==> src/rtl/time_counter_24.sv <==
// 24-hour binary time-of-day counter with 1 Hz prescaler, manual set modes and a
// one-cycle day rollover pulse. Optional alarm comparator enabled by defining ALARM_EN.
module time_counter_24 #(
    parameter int CLK_DIV = 50_000_000
) (
    input  logic       clk,
    input  logic       rst,
    input  logic       mode_btn,
    input  logic       inc_btn,
    input  logic [4:0] alarm_hour,
    input  logic [5:0] alarm_minute,
    output logic [4:0] hour,
    output logic [5:0] minute,
    output logic [5:0] second,
    output logic [1:0] mode,
    output logic       sec_tick,
    output logic       day_pulse,
    output logic       alarm
);

    localparam int            PW        = $clog2(CLK_DIV);
    localparam logic [PW-1:0] PRESC_MAX = PW'(CLK_DIV - 1);

    typedef enum logic [1:0] {
        MODE_RUN   = 2'd0,
        MODE_SET_H = 2'd1,
        MODE_SET_M = 2'd2,
        MODE_SET_S = 2'd3
    } mode_e;

    mode_e         r_mode;
    mode_e         w_mode_nxt;
    logic [PW-1:0] r_presc;
    logic [4:0]    r_hour;
    logic [5:0]    r_minute;
    logic [5:0]    r_second;
    logic          r_sec_tick;
    logic          r_day_pulse;

    logic w_run;
    logic w_tick;
    logic w_inc;
    logic w_sec_wrap;
    logic w_min_wrap;
    logic w_hour_wrap;

    assign w_run       = (r_mode == MODE_RUN);
    assign w_tick      = w_run && (r_presc == PRESC_MAX);
    // mode_btn has priority: a coincident inc_btn is dropped
    assign w_inc       = inc_btn && !mode_btn;
    assign w_sec_wrap  = (r_second == 6'd59);
    assign w_min_wrap  = (r_minute == 6'd59);
    assign w_hour_wrap = (r_hour == 5'd23);

    // NOTE: async reset is in the sensitivity list so it acts without waiting for a clock edge.
    always_ff @(posedge clk or posedge rst) begin
        if (rst) begin
            r_mode <= MODE_RUN;
        end else begin
            r_mode <= w_mode_nxt;
        end
    end

    // NOTE: default assigned first so every path drives w_mode_nxt and no latch is inferred.
    always_comb begin
        w_mode_nxt = r_mode;
        if (mode_btn) begin
            case (r_mode)
                MODE_RUN:   w_mode_nxt = MODE_SET_H;
                MODE_SET_H: w_mode_nxt = MODE_SET_M;
                MODE_SET_M: w_mode_nxt = MODE_SET_S;
                MODE_SET_S: w_mode_nxt = MODE_RUN;
                default:    w_mode_nxt = MODE_RUN;
            endcase
        end
    end

    // Held at zero outside RUN so the first second after setting is a full period
    always_ff @(posedge clk or posedge rst) begin
        if (rst) begin
            r_presc <= '0;
        end else if (!w_run || w_tick) begin
            r_presc <= '0;
        end else begin
            r_presc <= r_presc + PW'(1);
        end
    end

    // NOTE: sequential state uses non-blocking assignments so all registers update together.
    always_ff @(posedge clk or posedge rst) begin
        if (rst) begin
            r_hour   <= '0;
            r_minute <= '0;
            r_second <= '0;
        end else begin
            case (r_mode)
                MODE_RUN: begin
                    if (w_tick) begin
                        r_second <= w_sec_wrap ? 6'd0 : r_second + 6'd1;
                        if (w_sec_wrap) begin
                            r_minute <= w_min_wrap ? 6'd0 : r_minute + 6'd1;
                            if (w_min_wrap) begin
                                r_hour <= w_hour_wrap ? 5'd0 : r_hour + 5'd1;
                            end
                        end
                    end
                end
                MODE_SET_H: if (w_inc) r_hour   <= w_hour_wrap ? 5'd0 : r_hour + 5'd1;
                MODE_SET_M: if (w_inc) r_minute <= w_min_wrap  ? 6'd0 : r_minute + 6'd1;
                MODE_SET_S: if (w_inc) r_second <= w_sec_wrap  ? 6'd0 : r_second + 6'd1;
                default: ;
            endcase
        end
    end

    always_ff @(posedge clk or posedge rst) begin
        if (rst) begin
            r_sec_tick  <= 1'b0;
            r_day_pulse <= 1'b0;
        end else begin
            r_sec_tick  <= w_tick;
            r_day_pulse <= w_tick && w_sec_wrap && w_min_wrap && w_hour_wrap;
        end
    end

`ifdef ALARM_EN
    logic r_alarm;
    logic w_alarm_match;
    logic w_alarm_set;
    logic w_alarm_clr;

    // Fields are always in range, so out-of-range alarm inputs simply never compare equal
    assign w_alarm_match = (r_hour == alarm_hour) && (r_minute == alarm_minute);
    assign w_alarm_set   = r_sec_tick && w_run && (r_second == 6'd0) && w_alarm_match;
    assign w_alarm_clr   = inc_btn || (w_run && mode_btn) || (w_tick && w_sec_wrap);

    always_ff @(posedge clk or posedge rst) begin
        if (rst) begin
            r_alarm <= 1'b0;
        end else if (w_alarm_clr) begin
            r_alarm <= 1'b0;
        end else if (w_alarm_set) begin
            r_alarm <= 1'b1;
        end
    end

    assign alarm = r_alarm;
`else
    logic w_unused_alarm;
    assign w_unused_alarm = ^{alarm_hour, alarm_minute};
    assign alarm          = 1'b0;
`endif

    assign hour      = r_hour;
    assign minute    = r_minute;
    assign second    = r_second;
    assign mode      = r_mode;
    assign sec_tick  = r_sec_tick;
    assign day_pulse = r_day_pulse;

endmodule

==> config.mk <==
export PLATFORM = sky130hd
export DESIGN_NAME = time_counter_24
export DESIGN_NICKNAME = d
export VERILOG_FILES = /design/src/rtl/time_counter_24.sv
export SDC_FILE = /design/constraint.sdc
export NUM_CORES = 1
export LEC_CHECK = 0
export ABC_CLOCK_PERIOD_IN_PS = 5400
export CORE_AREA = 10 10 82 84
export CTS_CLUSTER_SIZE = 20
export DETAILED_ROUTE_END_ITERATION = 7
export DIE_AREA = 0 0 92 94
export PLACE_DENSITY = 0.79
export SLEW_MARGIN = 10
export SYNTH_ARGS = -nofsm -noshare
export SYNTH_HDL_FRONTEND = slang
export SYNTH_SLANG_ARGS = --single-unit
==> constraint.sdc <==
create_clock -name clk -period 5.4 [get_ports clk]
set_clock_uncertainty 0.2 [all_clocks]
set_input_delay 0.81 -clock clk [delete_from_list [all_inputs] [get_ports clk]]
set_output_delay 0.81 -clock clk [all_outputs]
set_load 0.05 [all_outputs]
==> impl_results.md <==
* Xor/xnor share of the synthesized area at between 8 and 9%
* Setup TNS at 0 ns
* F_max at roughly 350 MHz
* Clock slew at reported path FFs at about 0.08 ns
* Power per cell area at around 500 nW/um2
* Synthesized cell area at 2459 um2
* Routed WL at about 4.9 mm
* Ys async rst share at between 90% and 100%
* Slowest CP cell: a21o_1
* Netlist cell types at 45
* Syn-to-layout area delta at 16.23%
* Area after DPL at 2758 um2
* # rows at 26
* Slew @ Worst Pin at between 1 and 1.5 ns
* Yosys warns at 0
* Port Buf Inserts at 24
* Num CTS Buffers at 5
* Synthesized Nets at 270
* Final Hold Viols at 0
* Slew headroom at between 10% and 20%
* Clock Tree Root: clkbuf_8
* Mux cell area share after synthesis at 4.529%
* Core area at about 5100 um2
* Largest fanout on the critical path at 26
* Main area contributors after synthesis: dfrtp_1 48%, nor2_1 5.5%, xor2_1 5.3%
* Unrepaired setup endpoints after global routing: no
* Max cap viols at 0
* CP top delay family: simple AND/OR/NAND/NOR gates
* Maximum root-to-sink buffer count at 2
* CTS tree: built
* Seq/Total Area, Yosys at 47.84%
* DR iter-0 viols at 126
* GRT Util Overall at between 10% and 20%
* WP buf/inv at 0
* Number of synthesized register bits at 47
* Diode count at 0
* Peak supply drop at around 0.00042 V
* Worst path cell trace: ha_1 > nand3_1 > nor4_4 > a21o_1 > nand3b_1 > mux2_2
* Max H-tree Level at 2
* Die area at 8648 um2
* Utilization after layout at between 50% and 60%
* Reg power frac at between 30% and 40%
* Leakage at 1.185 nW
* Combinational share of power at 47.9%
* Worst-skew pair later-pin latency at approximately 0.30 ns
* Cells after Synth at around 250
* Crit-path max cell delay at around 0.71 ns
* Worst Path Arrival at ~2.8 ns
* Endpoint kind of the worst setup timing path: flop
* Placed cell count at 335
* Vias in the first global route at 1915
* Worst hold path type: flop to flop
* Vias per cell at ~5.5
* Sw Pwr at 0.6586 mW
* Crit Path Category: flop to flop
* First-pass GRT wire length at between 8 and 9 mm
* Die Y at roughly 94 um
* Number of fill cells in the layout at 476
* Outcome: finished clean
* Clock sinks at 47
* Largest family of logic cells by synthesized area: simple AND/OR/NAND/NOR gates
* Type of origin of the critical path: flop
* Post-CTS sizing at 0
* RePlAce Congestion at between 0.8 and 0.9
* Post-route ant nets at 0
* Post-CTS Setup Bufs at 0
* Final non-filler cell area at approximately 2900 um2
* Final Max Tran Viols at 0
* Endpoints failing setup at 0
* Post-synth EDFFs at 0
* Final Cycle Share at ~52%
* Layout Nets at ~300
* Largest net degree at the start of global routing at 48
* Synth Flop Type: dfrtp_1
* DR DRC count at 0
* Synth Area in Compound Gates at 9.364%
* Required time of the critical path at between 5 and 6 ns
* Post-route minimum period at between 2 and 3 ns
* 1st-pass router iterations at 4
* DR vias at 1899
* Internal power at about 0.8 mW
* Adder-Cell Fraction of Synth Area at under 10%
* Cell taking the most area after synthesis: dfrtp_1
* Simple-gate portion of the synthesized area at 23.61%
* Clock share of power at 16.0%
* Final std cells w/o fill at between 300 and 400
* Gr ovfl total at 0
* Switching Fraction at between 40% and 50%
* Initial antenna violation count at 0
* Width of the die at around 90 um
* Top-area cell type share of the netlist area at between 40% and 50%
* Initial core utilization at between 40% and 50%
* I/O pin total at 37
* Share of cells above drive strength 1 at 8.059%
* Syn Area/Cell at 9.954 um2
* DR WL/cell at 14.16 um
* Hold_buf cts at 0
* Post-DP HPWL at approximately 3.4 mm
[worst reg2reg max path: stages (launching register included)]
cell      delay (ns)
dfrtp_1         0.40
ha_1            0.20
nand3_1         0.27
nor4_4          0.50
a21o_1          0.71
nand3b_1        0.16
mux2_2          0.29
[cells in the final DEF, fill, tap and decap left out, types with 2 or more instances in the layout]
cell              n
nor4_1            3
or3_1             2
nor2_1           36
dfrtp_1          47
clkbuf_8          7
nand3_1          17
and3_1            6
inv_1             6
mux2_2            8
o31ai_1           4
a21oi_1          10
clkdlybuf4s50_1  24
nor3_1            5
nand2_1          18
xnor2_1           8
ha_1              8
o41ai_1           2
o21ai_0           6
nor2b_1           3
nand4_1           9
a21o_1            3
nor4_4            2
xor2_1           15
and2_1            2
[through the flow]
step | setup slack (ns) | total power, mW | hold WS, ns
after detailed placement | 2.542 | 1.225 | 0.2957
final | 2.568 | 1.446 | 0.2990
after global placement | 2.555 | 1.212 | 0.2740
after CTS | 2.527 | 1.457 | 0.3070
after global routing | 2.382 | 1.530 | 0.3362
after floorplan | 2.804 | 1.019 | 0.2547
[state kept, by name, summed over array words and instances, names as in the netlist]
signal	cells
day_pulse	1
second	6
r_presc	26
mode	2
hour	5
sec_tick	1
minute	6
[final timing paths]
| check | slack, ns | to | from | depth (start not counted) |
|---|---|---|---|---|
| worst max-delay path | 2.57 | second[2]$_DFFE_PP0P_ | r_presc[0]$_DFF_PP0_ | 6 |
| worst min-delay path | 0.30 | r_presc[0]$_DFF_PP0_ | r_presc[0]$_DFF_PP0_ | 1 |
| worst max register to register | 2.57 | second[2]$_DFFE_PP0P_ | r_presc[0]$_DFF_PP0_ | 6 |
| worst min register to register | 0.30 | r_presc[0]$_DFF_PP0_ | r_presc[0]$_DFF_PP0_ | 1 |
| max in group asynchronous | 3.57 | hour[3]$_DFFE_PP0P_ | rst | 2 |
| min in group asynchronous | 0.84 | r_presc[10]$_DFF_PP0_ | rst | 2 |
[power groups by stage]
stage	clock network, mW	registers (mW)	logic [mW]
CTS	0.236	0.521	0.700
global placement	0	0.524	0.688
global route	0.251	0.536	0.743
floorplan	0	0.742	0.277
finish	0.231	0.523	0.693
detailed placement	0	0.527	0.698
[cell usage after synthesis, types with 2 or more instances]
| cell | number |
|---|---|
| xnor2_1 | 8 |
| nand4_1 | 9 |
| and2_1 | 2 |
| nor4_1 | 3 |
| nor2b_1 | 3 |
| nor4_4 | 2 |
| xor2_1 | 15 |
| and3_1 | 6 |
| nor3_1 | 5 |
| a21oi_1 | 10 |
| dfrtp_1 | 47 |
| nand3_1 | 17 |
| mux2_2 | 8 |
| o31ai_1 | 4 |
| or3_1 | 2 |
| a21o_1 | 3 |
| clkbuf_1 | 3 |
| inv_1 | 7 |
| nand2_1 | 18 |
| buf_2 | 2 |
| o21ai_0 | 6 |
| ha_1 | 8 |
| nor2_1 | 36 |
| o41ai_1 | 2 |
[kinds of logic (layout without fill, tap and decap cells)]
logic type	after synthesis	in the layout
AND/OR/NAND/NOR	111	111
flip-flops	47	47
AO/OA/AOI/OAI	34	34
XOR/XNOR	23	23
buffers and inverters	13	39
multiplexers	10	10
adder cells (fa/ha/maj)	8	8
other	1	1
[layout make-up]
| cell class | count | area, um2 | share of cell area [%] |
|---|---|---|---|
| multi-input cells | 187 | 1227 | 42.95 |
| flip-flops and latches | 47 | 1176 | 41.16 |
| repair buffers | 24 | 240.2 | 8.406 |
| clock buffers | 8 | 100.1 | 3.503 |
| well taps | 70 | 87.58 | 3.065 |
| inverters | 7 | 26.28 | 0.9194 |
[routing by layer]
| layer | GRT usage [%] | part of all wire (%) | vias to the layer above |
|---|---|---|---|
| li1 | - | - | 917 |
| met1 | 12.37 | 44 | 932 |
| met2 | 20.00 | 49 | 43 |
| met3 | 3.677 | 4.9 | 7 |
| met4 | 5.013 | 1.9 | 0 |
| met5 | 0 | 0 | - |
(Power assumes the default switching activity.)
==> edit 1, RTL diff (same settings) <==
Change the parameter `CLK_DIV` from 50_000_000 to 12_500_000.
--- a/src/rtl/time_counter_24.sv
+++ b/src/rtl/time_counter_24.sv
@@ -1,7 +1,7 @@
 // 24-hour binary time-of-day counter with 1 Hz prescaler, manual set modes and a
 // one-cycle day rollover pulse. Optional alarm comparator enabled by defining ALARM_EN.
 module time_counter_24 #(
-    parameter int CLK_DIV = 50_000_000
+    parameter int CLK_DIV = 12_500_000
 ) (
     input  logic       clk,
     input  logic       rst,
Formal check against the unedited RTL: no difference found for any inputs over 10 cycles, from zero or initial values and one cycle with rst high; that may be too few to reach the edited logic, so the function may still have changed.
==> edit 1 against the original RTL <==
  * Count of clock-buffer cells in the layout fell by 1
  * Critical path type unchanged
  * Wire length fell by 0.33%
  * Hold slack improved by 0.0026 ns
  * Sequential cell count fell by 2
  * Setup slack got worse by 0.59 ns
  * Area after synthesis fell by 2.0%
  * Final area fell by 1.6%
  * Power fell by 1.2%
==> edit 1: results (changes against the original RTL) <==
Parameter                              Value

Run status
  Result of the run    finished clean

Cells and area
  Inserted Diodes    0 (unchanged)
  Share of layout cells above drive strength 1    0.0993 (+0.0187)
  Number of flip-flops under the largest register name    24 (-7.7%)
  Nets@finish    294 (-0.34%)
  Fill cells    455 (-4.4%)
  Most flop-heavy register    r_presc

Global routing
  Global routing met1 resource utilization    0.146 (+0.0222)
  First-pass GRT wire length    8660 µm (+4.3%)
  Met3 routing resource usage after global routing    0.0304 (-0.00639)
  Via count of the first global-routing pass    1858 (-3.0%)
  Maximum number of pins on one net before global-route repair    46 (-4.2%)
  Overall global routing resource usage    0.119 (+0.00492)
  Met2 usage    0.196 (-0.00353)

Setup path
  Critical path arrival    3.42 ns (+0.60 ns)
  Cell with the largest stage delay on the worst path    o21ai_2
  Top fanout value on the critical path    26 (unchanged)
  Delay of the slowest cell on the worst path    0.86 ns (+0.15 ns)

Drt
  M1 wire length    2280 µm (+6.8%)
  Wire length per cell after detailed routing    14.2 µm (about the same)
  First DRT Iteration DRCs    56 (-56%)
  Detail Route met2 WL    2300 µm (-3.8%)
  Top routing layer used    met4
  Total met3 wirelength after detailed routing    200 µm (-15%)
  Average vias per placed instance    5.51 (-0.50%)
  Post-Route WL    4840 µm (-0.33%)

Clock tree
  Number of buffers on the longest clock path    2 (unchanged)
  Clock-pin slew on the worst setup and hold paths    0.08 ns (about the same)
  Post-CTS setup buffer count    0 (unchanged)
  Total clock buffers created by CTS    5 (unchanged)
  Root Buffer Master    clkbuf_8
  Count of H-tree levels built during CTS    2 (unchanged)
  Clock insertion delay at the later pin of the skew report    0.29 ns

Power and ir drop
  Sequential cell power    502 µW (-4.0%)
  Worst-case vdd ir drop    0.000446 V (+5.6%)
  Leakage dissipation    1.13 nW (-4.9%)
  P_int    768 µW (-2.5%)
  Clk network pwr share    0.160 (about the same)
  Reg power frac    0.351 (-0.010)

STA
  Setup TNS    0 ns (unchanged)
  Transition at the pin with the smallest max-transition slack    0.987 ns (-0.215 ns)

Synthesis
  Mapped Cells    245 (-0.81%)
  Count of different cell masters after synthesis    45 (unchanged)
  Share of synthesized flip-flops with an asynchronous set or reset    1.00 (unchanged)
  Most used flip-flop cell after synthesis    dfrtp_1
  Commonest cells post-synth    dfrtp_1, nor2_1, nand3_1
  Post-synth net total    268 (-0.74%)
  Top cells by area, synth    dfrtp_1, ha_1, nor2_1
  Sequential fraction of the synthesis area    0.467 (-0.0111)

Placed design
  Post-Place Cells    334 (-0.30%)
  Weighted congestion reported at the end of routability-driven placement    0.833 (-2.0%)
  Final HPWL from detailed placement    3540 µm (+3.9%)
  Cell area reported after detailed placement    2710 µm² (-1.7%)
  Pre-CTS setup slack    1.95 ns (-0.589 ns)
  PortBufs    24 (unchanged)

Hold path
  Hold Crit Class    register to register
==> edit 1: worst paths after layout <==
| path | cells past startpoint | slack, ns | from | to |
|---|---|---|---|---|
| worst max-delay path | 5 | 1.98 | r_presc[14]$_DFF_PP0_ | second[4]$_DFFE_PP0P_ |
| worst min-delay path | 1 | 0.30 | r_presc[0]$_DFF_PP0_ | r_presc[0]$_DFF_PP0_ |
| worst max register to register | 5 | 1.98 | r_presc[14]$_DFF_PP0_ | second[4]$_DFFE_PP0P_ |
| worst min register to register | 1 | 0.30 | r_presc[0]$_DFF_PP0_ | r_presc[0]$_DFF_PP0_ |
| max in group asynchronous | 3 | 3.87 | rst | minute[4]$_DFFE_PP0P_ |
| min in group asynchronous | 3 | 0.76 | rst | second[5]$_DFFE_PP0P_ |
==> edit 1: cell families (layout without fill, tap and decap cells) <==
kind of cell / after synthesis / after routing / synth area share
AND/OR/NAND/NOR: 105 / 105 / 0.240
AO/OA/AOI/OAI: 48 / 48 / 0.128
flip-flops: 45 / 45 / 0.467
XOR/XNOR: 17 / 17 / 0.0618
buffers and inverters: 14 / 41 / 0.0270
adder cells (fa/ha/maj): 8 / 8 / 0.0415
multiplexers: 7 / 7 / 0.0327
other: 1 / 1 / 0.00156
==> edit 1: worst reg2reg max path: cells and delay by family, from the launching register on <==
family	cells	cell delay, ns
AOI/OAI and AO/OA	2	1.17
DFF	1	0.45
and+or+nand+nor	3	1.52
==> edit 1: cell type report <==
class	count	area, µm²	area share
well taps	70	87.6	0.0312
flip-flops and latches	45	1130	0.401
inverters	8	30.0	0.0107
multi-input cells	186	1220	0.433
clock inverters	1	5.00	0.00178
clock buffers	7	96.3	0.0343
repair buffers	25	248	0.0881
==> edit 2, RTL diff (same flow settings) <==
Made on the original files. Remove the register `r_day_pulse`: a continuous assignment takes its place, so the output `day_pulse` follows one clock earlier.
--- a/src/rtl/time_counter_24.sv
+++ b/src/rtl/time_counter_24.sv
@@ -116,12 +116,12 @@
     always_ff @(posedge clk or posedge rst) begin
         if (rst) begin
             r_sec_tick  <= 1'b0;
-            r_day_pulse <= 1'b0;
         end else begin
             r_sec_tick  <= w_tick;
-            r_day_pulse <= w_tick && w_sec_wrap && w_min_wrap && w_hour_wrap;
         end
     end
+
+    assign r_day_pulse = w_tick && w_sec_wrap && w_min_wrap && w_hour_wrap;
 
 `ifdef ALARM_EN
     logic r_alarm;
Formal check against the unedited RTL: no difference found for any inputs over 10 cycles, from zero or initial values and one cycle with rst high; that may be too few to reach the edited logic, so the function may still have changed.
==> edit 2 against the original RTL <==
  * Core utilization is 0.69 points lower
  * Wire length is 3.0% lower
  * Global-route usage is 0.53 points higher
  * Sequential cell count is 1 lower
  * Final area is 1.2% lower
  * Power is 2.3% lower
  * Clock power is 13% lower
  * Sequential power is 2% lower
  * Setup slack worse by 1.2 ns
  * Area after synthesis is 1.0% lower
  * Hold slack worse by 0.0068 ns
  * Non-clock buffer count is 1 higher
  * Largest power group unchanged
  * Highest routed layer unchanged
==> edit 2: results (changes against the original RTL) <==
Parameter                              Value

Run status
  Result of the run    finished clean

Drt
  First DRT Iteration DRCs    97 (-23%)
  M1 wire length    2040 µm (-4.3%)
  Detail Route met2 WL    2380 µm (-0.50%)
  Post-Route WL    4710 µm (-3.0%)
  Average vias per placed instance    5.31 (-4.1%)
  Total met3 wirelength after detailed routing    218 µm (-7.6%)

STA
  Max-Slew Margin vs Limit    0.235 (+0.0442)
  Max Fclk    0.251 GHz (-29%)

Global routing
  Met3 routing resource usage after global routing    0.0424 (+0.00560)
  Global routing met1 resource utilization    0.132 (+0.00793)
  Maximum number of pins on one net before global-route repair    47 (-2.1%)
  Via count of the first global-routing pass    1917 (+0.10%)
  Overall global routing resource usage    0.119 (+0.00528)
  Met2 usage    0.208 (+0.00765)

Cells and area
  Number of flip-flops under the largest register name    26 (unchanged)
  Share of layout cells above drive strength 1    0.0812 (+0.000595)
  Most flop-heavy register    r_presc

Setup path
  Delay of the slowest cell on the worst path    0.82 ns (+0.11 ns)
  Cell with the largest stage delay on the worst path    clkdlybuf4s50_1
  Worst setup path category    register to output pin
  Top fanout value on the critical path    6 (-77%)
  Critical path arrival    2.97 ns (+0.15 ns)
  Register-to-Register Setup Slack    2.52 ns (-0.05 ns)

Synthesis
  Share of synthesized area spent on multiplexers    0.0458 (+0.000466)
  Top cells by area, synth    dfrtp_1, nor2_1, xor2_1
  Post-synth net total    269 (-0.37%)
  Compound-gate portion of the synthesized area    0.0946 (+0.000963)
  Adder-cell share of the synthesized area    0.0411 (+0.000419)
  Yosys top cell area share    0.473 (-0.00536)
  Commonest cells post-synth    dfrtp_1, nor2_1, nand2_1

Placed design
  Weighted congestion reported at the end of routability-driven placement    0.837 (-1.5%)
  Pre-CTS setup slack    1.78 ns (-0.757 ns)
  Final HPWL from detailed placement    3410 µm (+0.11%)

Power and ir drop
  Clock-net power    202 µW (-13%)
  Reg power frac    0.364 (+0.003)
  P_int    762 µW (-3.3%)
  Leakage dissipation    1.17 nW (-1.4%)
[edit 2: stage by stage]
stage / power (mW) / instances / instance area, µm² / util / hold WS, ns
after floorplan: 1.01 / 246 / 2430 / - / 0.255
after global placement: 1.20 / 335 / 2740 / 0.540 / 0.274
after detailed placement: 1.22 / 335 / 2740 / 0.540 / 0.284
after CTS: 1.43 / 341 / 2820 / 0.556 / 0.295
after global routing: 1.51 / 341 / 2820 / 0.556 / 0.315
final: 1.41 / 341 / 2820 / 0.556 / 0.292
[edit 2: final cells by class]
type,count,area [µm²]
timing repair buffer,25,248
fill,476,2250
clock buffer,6,82.6
inverter,7,26.3
tap,70,87.6
multi-input combinational,187,1230
sequential,46,1150
[edit 2: cell families after synthesis]
group           Yosys count
other cells               1
flops                    46
simple gates            111
buf+inv                  13
xor+xnor                 23
compound gates           34
fa+ha+maj                 8
mux                      10
